===== src/rtl/led_blink_scheduler.sv =====
// Multi-channel LED scheduler: one shared prescaler tick drives per-channel
// OFF/SOLID/BLINK/ONESHOT state machines configured over a valid/ready port.
module led_blink_scheduler #(
    parameter int unsigned N_LEDS   = 4,
    parameter int unsigned TICK_DIV = 500,
    parameter int unsigned PERIOD_W = 8,
    localparam int unsigned CHAN_W  = (N_LEDS > 1) ? $clog2(N_LEDS) : 1
) (
    input  logic                clock,
    input  logic                reset,
    input  logic                io_en,
    input  logic                io_cfg_valid,
    output logic                io_cfg_ready,
    input  logic [CHAN_W-1:0]   io_cfg_chan,
    input  logic [1:0]          io_cfg_mode,
    input  logic [PERIOD_W-1:0] io_cfg_period,
    output logic [N_LEDS-1:0]   io_leds,
    output logic [N_LEDS-1:0]   io_done,
    output logic                io_busy
);

    localparam int unsigned PRE_W = $clog2(TICK_DIV);

    typedef enum logic [1:0] {
        MODE_OFF     = 2'd0,
        MODE_SOLID   = 2'd1,
        MODE_BLINK   = 2'd2,
        MODE_ONESHOT = 2'd3
    } mode_t;

    logic [PRE_W-1:0]    pre_q, pre_d;
    logic                ready_q, ready_d;
    logic                busy_q, busy_d;
    logic [N_LEDS-1:0]   led_q, led_d;
    logic [N_LEDS-1:0]   done_q, done_d;
    mode_t               mode_q   [N_LEDS];
    mode_t               mode_d   [N_LEDS];
    logic [PERIOD_W-1:0] period_q [N_LEDS];
    logic [PERIOD_W-1:0] period_d [N_LEDS];
    logic [PERIOD_W-1:0] count_q  [N_LEDS];
    logic [PERIOD_W-1:0] count_d  [N_LEDS];

    logic                tick_c;
    logic                accept_c;
    logic [PERIOD_W-1:0] wr_period_c;

    assign tick_c      = io_en && (pre_q == PRE_W'(TICK_DIV - 1));
    assign accept_c    = io_cfg_valid && ready_q;
    assign wr_period_c = (io_cfg_period == '0) ? PERIOD_W'(1) : io_cfg_period;

    assign io_cfg_ready = ready_q;
    assign io_leds      = led_q;
    assign io_done      = done_q;
    assign io_busy      = busy_q;

    // State register
    always_ff @(posedge clock or negedge reset) begin
        if (!reset) begin
            pre_q   <= '0;
            ready_q <= 1'b0;
            busy_q  <= 1'b0;
            led_q   <= '0;
            done_q  <= '0;
            for (int i = 0; i < N_LEDS; i++) begin
                mode_q[i]   <= MODE_OFF;
                period_q[i] <= PERIOD_W'(1);
                count_q[i]  <= '0;
            end
        end else begin
            pre_q   <= pre_d;
            ready_q <= ready_d;
            busy_q  <= busy_d;
            led_q   <= led_d;
            done_q  <= done_d;
            for (int i = 0; i < N_LEDS; i++) begin
                mode_q[i]   <= mode_d[i];
                period_q[i] <= period_d[i];
                count_q[i]  <= count_d[i];
            end
        end
    end

    // Next-state: prescaler, handshake, per-channel mode machines
    always_comb begin
        pre_d   = pre_q;
        ready_d = ~accept_c;
        led_d   = led_q;
        done_d  = '0;
        busy_d  = 1'b0;

        if (io_en) begin
            pre_d = tick_c ? '0 : pre_q + PRE_W'(1);
        end

        for (int i = 0; i < N_LEDS; i++) begin
            mode_d[i]   = mode_q[i];
            period_d[i] = period_q[i];
            count_d[i]  = count_q[i];

            // A write to this channel takes priority over a coincident tick
            if (accept_c && (io_cfg_chan == CHAN_W'(i))) begin
                mode_d[i]   = mode_t'(io_cfg_mode);
                period_d[i] = wr_period_c;
                count_d[i]  = '0;
                led_d[i]    = (io_cfg_mode != 2'(MODE_OFF));
            end else if (tick_c) begin
                case (mode_q[i])
                    MODE_SOLID: led_d[i] = 1'b1;
                    MODE_BLINK: begin
                        if (count_q[i] == period_q[i] - PERIOD_W'(1)) begin
                            count_d[i] = '0;
                            led_d[i]   = ~led_q[i];
                        end else begin
                            count_d[i] = count_q[i] + PERIOD_W'(1);
                        end
                    end
                    MODE_ONESHOT: begin
                        if (count_q[i] == period_q[i] - PERIOD_W'(1)) begin
                            mode_d[i]  = MODE_OFF;
                            count_d[i] = '0;
                            led_d[i]   = 1'b0;
                            done_d[i]  = 1'b1;
                        end else begin
                            count_d[i] = count_q[i] + PERIOD_W'(1);
                        end
                    end
                    default: led_d[i] = 1'b0;
                endcase
            end

            busy_d = busy_d | (mode_d[i] != MODE_OFF);
        end
    end

endmodule


===== config.mk =====
export PLATFORM = sky130hd
export DESIGN_NAME = led_blink_scheduler
export DESIGN_NICKNAME = d
export VERILOG_FILES = /design/src/rtl/led_blink_scheduler.sv
export SDC_FILE = /design/constraint.sdc
export NUM_CORES = 1
export LEC_CHECK = 0
export ABC_AREA = 1
export ABC_CLOCK_PERIOD_IN_PS = 3800
export CORE_MARGIN = 2
export CORE_UTILIZATION = 39
export DETAILED_ROUTE_END_ITERATION = 8
export SLEW_MARGIN = 40
export SYNTH_ARGS = -nofsm -noshare
export SYNTH_HDL_FRONTEND = slang
export SYNTH_SLANG_ARGS = --single-unit
export TNS_END_PERCENT = 5

===== constraint.sdc =====
create_clock -name clock -period 3.8 [get_ports clock]
set_input_delay 1.14 -clock clock [delete_from_list [all_inputs] [get_ports clock]]
set_output_delay 1.14 -clock clock [all_outputs]
set_load 0.01 [all_outputs]

**After elaboration in Yosys (flattened, before gate mapping)**

Cells that the tools add are included.

- Bits in registers: 91
- Output and inout bits: 10
- Bits of input ports: 16
- Word-level logic and storage cells: 168

- Add/sub/neg operators: 9
- Reduce and logical (&&, ||, !) cells: 33
- Multiplexer cells: 70
- Equal/unequal tests: 28
- Bitwise gates (word level): 8

Operators with widths:

| operator | number |
|---|---|
| $mux 8 | 17 |
| $add 8x1->8 const B | 4 |
| $eq 8x8->1 | 4 |
| $mux 1 | 32 |
| $mux 2 | 16 |
| $sub 8x1->8 const B | 4 |
| $reduce_bool 2->1 | 13 |
| $ne 3x3->1 const B | 8 |
| $eq 2x2->1 const B | 10 |
| $pmux 1 s3 | 4 |
| $reduce_and 3->1 | 4 |
| $eq 2x1->1 const B | 5 |
| $add 9x1->9 const B | 1 |
| $eq 9x9->1 const B | 1 |
| $mux 9 | 1 |
| $logic_not 8->1 | 1 |
| $reduce_and 2->1 | 4 |
| $reduce_or 2->1 | 4 |
| $logic_and 1x1->1 | 6 |
| $not 1->1 | 5 |
| $or 1x1->1 | 3 |
| $logic_not 2->1 | 1 |

**Longest topological paths before layout**

- Depth in word-level cells: 10
- Depth in mapped cells: 15
- Gate-level depth less buffers: 15

**Least setup slack after synthesis**

OpenSTA, ideal clock, no wires.

- Path type: input to register
- Start: in io_cfg_valid
- End: reg count_q[28] (netlist bit)
- Path buffers: 1
- Arrival: 2202 ps
- Data required time: 3674 ps
- Cell stages on the path: 8
- Slack: 1472 ps
- Path through: nand2_1 -> nor3_2 -> inv_1 -> clkbuf_1 -> nand2_1 -> nor2_1 -> nand3_1 -> o21ai_0

- Word-level cells in the longest chain between the ends: 4

Ends and longest elaborated chain:

| item | RTL line | RTL |
|---|---|---|
| start, declared | 12 | `input logic io_cfg_valid,` |
| $logic_and 1x1->1 (*) | 48 | `assign accept_c = io_cfg_valid && ready_q;` |
| $logic_and 1x1->1 (*) | 101 | `if (accept_c && (io_cfg_chan == CHAN_W'(i))) begin` |
| $reduce_bool 2->1 (no line) | - |  |
| $reduce_and 2->1 (no line) | - |  |
| end signal, assigned by index | 78 | `count_q[i] <= count_d[i];` |
| end, declared | 40 | `logic [PERIOD_W-1:0] count_q [N_LEDS];` |

Every way passes the cells marked *; elsewhere a longest branch is shown, timed or not.
A chain may end at the register's enable or synchronous reset.

**Worst setup path after layout**

- Start: in io_en
- End: reg count_q[7] (netlist bit)

- Word-level cells in the longest chain between the ends: 3

Ends and longest elaborated chain:

| item | RTL line | RTL |
|---|---|---|
| start, declared | 11 | `input logic io_en,` |
| $logic_and 1x1->1 | 47 | `assign tick_c = io_en && (pre_q == PRE_W'(TICK_DIV - 1));` |
| $reduce_bool 2->1 (no line) | - |  |
| $reduce_and 2->1 (no line) | - |  |

Every way passes these cells.

==> impl_metrics.py <==
metrics = {
    "outcome": {
        "status": "finished clean",
    },
    "synth": {
        "yosysTopAreaCellShare_pct": 39.4,
        "synth_fp_nets": 787,
        "yosys_warnings": 0,
        "ys_seq_elements": 91,
        "yosys-top-cells-area": "dfrtp_1 39%, nand2_1 13%, inv_1 7.3%",
        "synth_area_per_cell_um2": 7.36,
        "syn_area_um2": 5520,
        "synth_cells": 750,
        "synth.distinct_cells": 39,
        "yosysTopAreaCell": "dfrtp_1",
        "seq_area_frac_synth_pct": 41.3,
    },
    "sta": {
        "min_period_over_period_pct": 74.1,
        "worstMarginPinSlew_ps": 539,
        "finalMaxSlewViolations": 0,
        "hold_viol_final": 0,
        "rsz0062_at_grt": "false",
        "period_minus_slack_ps": 2820,
        "slew_headroom_pct": 64.1,
        "setup-violations-final": 0,
        "setup-tns-final_ps": 0,
        "fmax_ghz": 0.355,
        "whs_ps": 463,
        "skew_ps": 14.8,
    },
    "setup_path": {
        "crit_path_max_incr_delay_ps": 560,
        "worstPathRequired_ps": 4020,
        "path_class": "input port to flip-flop",
        "slowest_stage": "clkdlybuf4s50_1",
        "reg2reg_to": "count_q[3]$_DFFE_PN0P_",
        "cp-end-kind": "flip-flop",
        "cp_common_cell": "nand2_1",
        "cp-endpoint": "count_q[7]$_DFFE_PN0P_",
        "crit_path_max_fanout": 12,
        "cp.arrival_ps": 3030,
        "cp_cell_sequence": "clkdlybuf4s50_1 > nand2_2 > nor3_2 > nand3_2 > inv_2 > nand2_1 > nand2_2 > nand2_1 > nor2_1 > nand2_1 > nor2_1 > nor3b_2",
        "crit_start": "io_en",
        "worstReg2RegStart": "period_q[0]$_DFFE_PN1P_",
        "start_kind": "input port",
        "r2r_slack_ps": 1510,
        "r2r_cells": 12,
    },
    "cells_and_area": {
        "area_growth_syn_to_layout_pct": 14.3,
        "most-common-layout-cells": "188 x nand2_1, 108 x inv_1, 93 x nor2_1",
        "num_antenna_cells": 0,
        "num-nets-final": 818,
        "mostFrequentLayoutCell": "nand2_1",
        "fillers": 1387,
        "drive_gt1_share_pct": 6.62,
    },
    "clock_network": {
        "htree_num_levels": 3,
        "postCtsHoldBufs": 0,
        "cts_setup_buffers": 0,
        "clkLatencyLatePin_ps": 360,
        "cts.path.max_buffers": 2,
        "cts.clk_slew.worst_paths_ps": 60,
        "cts-root-buf": "clkbuf_16",
        "cts.repair.resized": 0,
        "cts_tree": "done",
        "cts-buffers-inserted": 9,
        "cts_sinks": 91,
    },
    "die": {
        "core_area_um2": 13900,
        "die_w_um": 123,
        "rows": 43,
        "die_area_um2": 15100,
        "fp.dieH_um": 123,
        "start_util_pct": 39.8,
        "ios": 26,
    },
    "power": {
        "power_density_nw_per_um2": 497,
        "swShare_pct": 33.9,
        "switchingPower_w": 0.00106,
        "pwr-share-comb_pct": 27.1,
        "clkPwrFrac_pct": 31.3,
        "p_leak_nw": 3.16,
        "internal_power_w": 0.00207,
        "seq_power_share_pct": 41.6,
        "vdd_drop_max_mv": 0.321,
    },
    "grt": {
        "grt_pass1_wl_mm": 21.6,
        "grt.overflow.total": 0,
        "grt_pass1_vias": 4578,
        "grtUsageTotal_pct": 18.5,
        "grt_max_degree": 92,
        "antenna_found_initial": 0,
    },
    "placed_design": {
        "place_hpwl_mm": 9.33,
        "place_congestion": 0.835,
        "io_buffers": 25,
    },
    "routing": {
        "viasPerCell": 4.93,
        "num_vias": 4766,
        "drt_iter0_markers": 368,
        "antenna_left": 0,
        "drc": 0,
        "wire_per_inst_um": 13.3,
        "wl_mm": 12.9,
        "dr.pass1.iters": 4,
    },
    "run": {
        "cap_violations": 0,
    },
    "worst_hold_path": {
        "hp-class": "flip-flop to flip-flop",
    },
}
## cells in the mapped netlist
library cell / instances
a211oi_1: 2
a21o_1: 1
a21oi_1: 20
a21oi_2: 2
a41o_1: 1
and3_1: 2
buf_2: 2
buf_4: 1
buf_6: 2
clkbuf_1: 6
clkinv_1: 2
dfrtp_1: 87
dfstp_2: 4
ha_1: 21
inv_1: 108
inv_2: 4
nand2_1: 188
nand2_2: 5
nand2_4: 3
nand3_1: 62
nand3_2: 1
nand3b_1: 4
nand4_1: 7
nor2_1: 93
nor3_1: 11
nor3_2: 4
nor3_4: 1
nor3b_2: 1
nor4_1: 1
o211ai_1: 1
o21ai_0: 60
o21ai_1: 1
o21ai_2: 1
o21bai_1: 1
or2_0: 1
or2_2: 4
xnor2_1: 9
xnor3_1: 1
xor2_1: 25
## routing by layer
metal	vias to the layer above	track usage (%)	wire (um)
met3	10	4.38	398
li1	2427	-	-
met4	0	4.69	150
met1	2253	24.8	6180
met2	76	30.1	6150
met5	-	0	0
## how the worst min path moves through the flow
stage	startpoint	endpoint	slack [ps]	cells after the start
6_report	pre_q[8]$_DFFE_PN0P_	pre_q[8]$_DFFE_PN0P_	460	1
5_1_grt	pre_q[3]$_DFFE_PN0P_	pre_q[3]$_DFFE_PN0P_	530	1
4_1_cts	pre_q[8]$_DFFE_PN0P_	pre_q[8]$_DFFE_PN0P_	470	1
3_5_place_dp	pre_q[8]$_DFFE_PN0P_	pre_q[8]$_DFFE_PN0P_	460	1
3_3_place_gp	pre_q[8]$_DFFE_PN0P_	pre_q[8]$_DFFE_PN0P_	450	1
2_1_floorplan	pre_q[8]$_DFFE_PN0P_	pre_q[8]$_DFFE_PN0P_	430	1
## metrics by stage
step                      instance area (um2)  power (W)  setup slack, ps  cells  util, %
after floorplan                          5520    0.00192             1470    750        -
after global placement                   5990    0.00213              673    950     43.2
after detailed placement                 5990    0.00216              613    950     43.2
after CTS                                6310    0.00316              979    966     45.5
after global routing                     6310    0.00338              816    966     45.5
final                                    6310    0.00314              984    966     45.5
## sequential cells by signal, summed over array words and instances (netlist names)
name          cells
mode_q            8
io_done           4
count_q          32
io_cfg_ready      1
io_busy           1
pre_q             9
period_q         32
io_leds           4
## critical path: cells and delay by family
family / cells / cell delay [ps]
buffers and inverters: 2 / 800
AND/OR/NAND/NOR: 10 / 1100
## final cells by class
class	instances	area (um2)	share of cell area [%]
well taps	180	225	3.57
clock buffers	11	243	3.85
clock inverters	5	77.6	1.23
multi-input cells	534	2750	43.6
flip-flops and latches	91	2280	36.2
inverters	114	428	6.78
repair buffers	31	305	4.84
## kinds of logic after synthesis
logic type                 after synthesis  synth area share (%)
and+or+nand+nor                        388                  30.6
DFF                                     91                  41.3
xor gates and xnor gates                35                  5.80
adders and majority gates               21                  4.76
buffers and inverters                  125                  8.88
AOI/OAI and AO/OA                       90                  8.68
## power groups by stage
stage | clock network [W] | registers [W] | logic, W
2_1_floorplan | 0 | 0.00128 | 0.000640
3_3_place_gp | 0 | 0.00131 | 0.000822
3_5_place_dp | 0 | 0.00132 | 0.000847
4_1_cts | 0.00100 | 0.00130 | 0.000855
5_1_grt | 0.00105 | 0.00133 | 0.00100
6_report | 0.000982 | 0.00130 | 0.000852
Power figures use the tool's default switching activity.
==> patch: new RTL, same flow settings <==
Change the parameter `PERIOD_W` from 8 to 10.
--- a/src/rtl/led_blink_scheduler.sv
+++ b/src/rtl/led_blink_scheduler.sv
@@ -3,7 +3,7 @@
 module led_blink_scheduler #(
     parameter int unsigned N_LEDS   = 4,
     parameter int unsigned TICK_DIV = 500,
-    parameter int unsigned PERIOD_W = 8,
+    parameter int unsigned PERIOD_W = 10,
     localparam int unsigned CHAN_W  = (N_LEDS > 1) ? $clog2(N_LEDS) : 1
 ) (
     input  logic                clock,
Interface: changed (resized io_cfg_period); port bits go from 26 to 28. The function was not compared with the original's and may differ.
==> patch against the original RTL <==
- sequential cell count increased by 16
- routed wire length increased by 15%
- first-iteration DRC count decreased by 2.2%
- maximum frequency decreased by 5.4%
- area after synthesis increased by 20%
- combinational power increased by 11%
- worst setup slack got worse by 0.16 ns
- power increased by 7.2%
- design area increased by 18%
- largest power group unchanged
==> patch: results (changes against the original RTL) <==
- Outcome: completed
- P_seq: 1.48 mW (+14%)
- Fillers: 1712 (+23%)
- Drt first pass iters: 5 (+1)
- Leak: 3.61 nW (+14%)
- Reg2reg start: period_q[20]
- GRT Total Usage: 0.179 (-0.00554)
- Syn Nets: 951 (+21%)
- WHS: 0.495 ns (+0.0326 ns)
- Crit-path max FO: 14 (+2)
- Maximum vdd drop: 250 uV (-22%)
- Share of cells above drive strength 1: 0.0600 (-0.00616)
- Crit path arrival time: 3.20 ns (+0.17 ns)
- Routed wire length: 14900 um (+15%)
- Met2 wire length: 6750 um (+9.7%)
- Clock Skews: 0.00724 ns (-0.00760 ns)
- Worst-Margin Slew: 0.506 ns (-0.0330 ns)
- Sequential share of the synthesized area: 0.405 (-0.00778)
- First-pass GRT wire length: 25900 um (+20%)
- CTS resizes: 0 (unchanged)
- Cell family with most CP delay: simple AND/OR/NAND/NOR gates
- Top Registers: count_q x40, period_q x40, pre_q x9
- 1st-iter DRT viols: 360 (-2.2%)
- PortBufs: 27 (+8.0%)
- Total Nets Final: 984 (+20%)
- CTS Buf Count: 9 (unchanged)
- Int Pwr: 2.21 mW (+6.5%)
- Largest net degree at the start of global routing: 52 (-43%)
- Dpl cell area: 7180 sq um (+20%)
- Vias/cell: 4.77 (-3.4%)
- Dpl hpwl: 11700 um (+25%)
- HP Start: pre_q[4]
- Top cells by area, synth: dfrtp_1 39%, nand2_1 13%, inv_1 7.7%
- Global placer's final weighted congestion: 0.827 (-0.96%)
- GR Util met1: 0.256 (+0.00776)
- Vias in the first global route: 5353 (+17%)
- Top post-synthesis cells by count: 234 x nand2_1, 136 x inv_1, 111 x nor2_1
- Routed met3 length: 556 um (+40%)
- Synth unique cells: 41 (+5.1%)
- Met1 WL: 7370 um (+19%)
- GRT met3 Usage: 0.0238 (-0.0200)
- Slowest cell on the critical path: clkdlybuf4s50_1
- Met2 GRT Util: 0.283 (-0.0173)
- Power Clock: 0.941 mW (-4.2%)
-- patch: cell types whose count changed in the layout (fill, tap and decap cells not counted), moves of 3 or more --
cell and change:
nand2_1 +46, inv_1 +28, nor2_1 +18, dfrtp_1 +16, o21ai_0 +12, a21oi_1 +11
o22ai_1 +11, nand4_1 +4, nor2_4 +4, xnor2_1 +4, clkbuf_1 +3, o31ai_1 +3
xor2_1 +3
-- patch: kinds of logic (layout without fill, tap and decap cells) --
group                      after synthesis  after routing  share of synthesized area
and+or+nand+nor                        461            461                      0.306
adders and majority gates               21             21                     0.0397
DFF                                    107            107                      0.405
AOI/OAI and AO/OA                      127            127                      0.104
buffers and inverters                  155            193                     0.0902
xor gates and xnor gates                41             41                     0.0543
-- patch: through the flow --
step	setup WS, ns	utilization	power (mW)	instances
after floorplan	1.41	-	2.18	912
after global placement	0.458	0.433	2.43	1154
after detailed placement	0.434	0.433	2.45	1154
after CTS	0.802	0.450	3.40	1170
after global routing	0.667	0.450	3.65	1170
final	0.824	0.450	3.36	1170
-- patch: worst paths after layout --
check | to | depth (start not counted)
worst max-delay path | count_q[4] | 12
worst min-delay path | pre_q[4] | 1
worst max register to register | count_q[20] | 14
worst min register to register | pre_q[4] | 1
max in group asynchronous | count_q[5] | 2
min in group asynchronous | period_q[13] | 1
-- patch: final cells by class --
cell class / count / area [sq um] / area share
Timing Repair Buffer: 33 / 325 / 0.0436
Tap cell: 220 / 275 / 0.0369
Multi-Input combinational cell: 650 / 3350 / 0.448
Clock inverter: 2 / 37.5 / 0.00503
Sequential cell: 107 / 2680 / 0.359
Clock buffer: 14 / 254 / 0.0340
Inverter: 144 / 546 / 0.0731
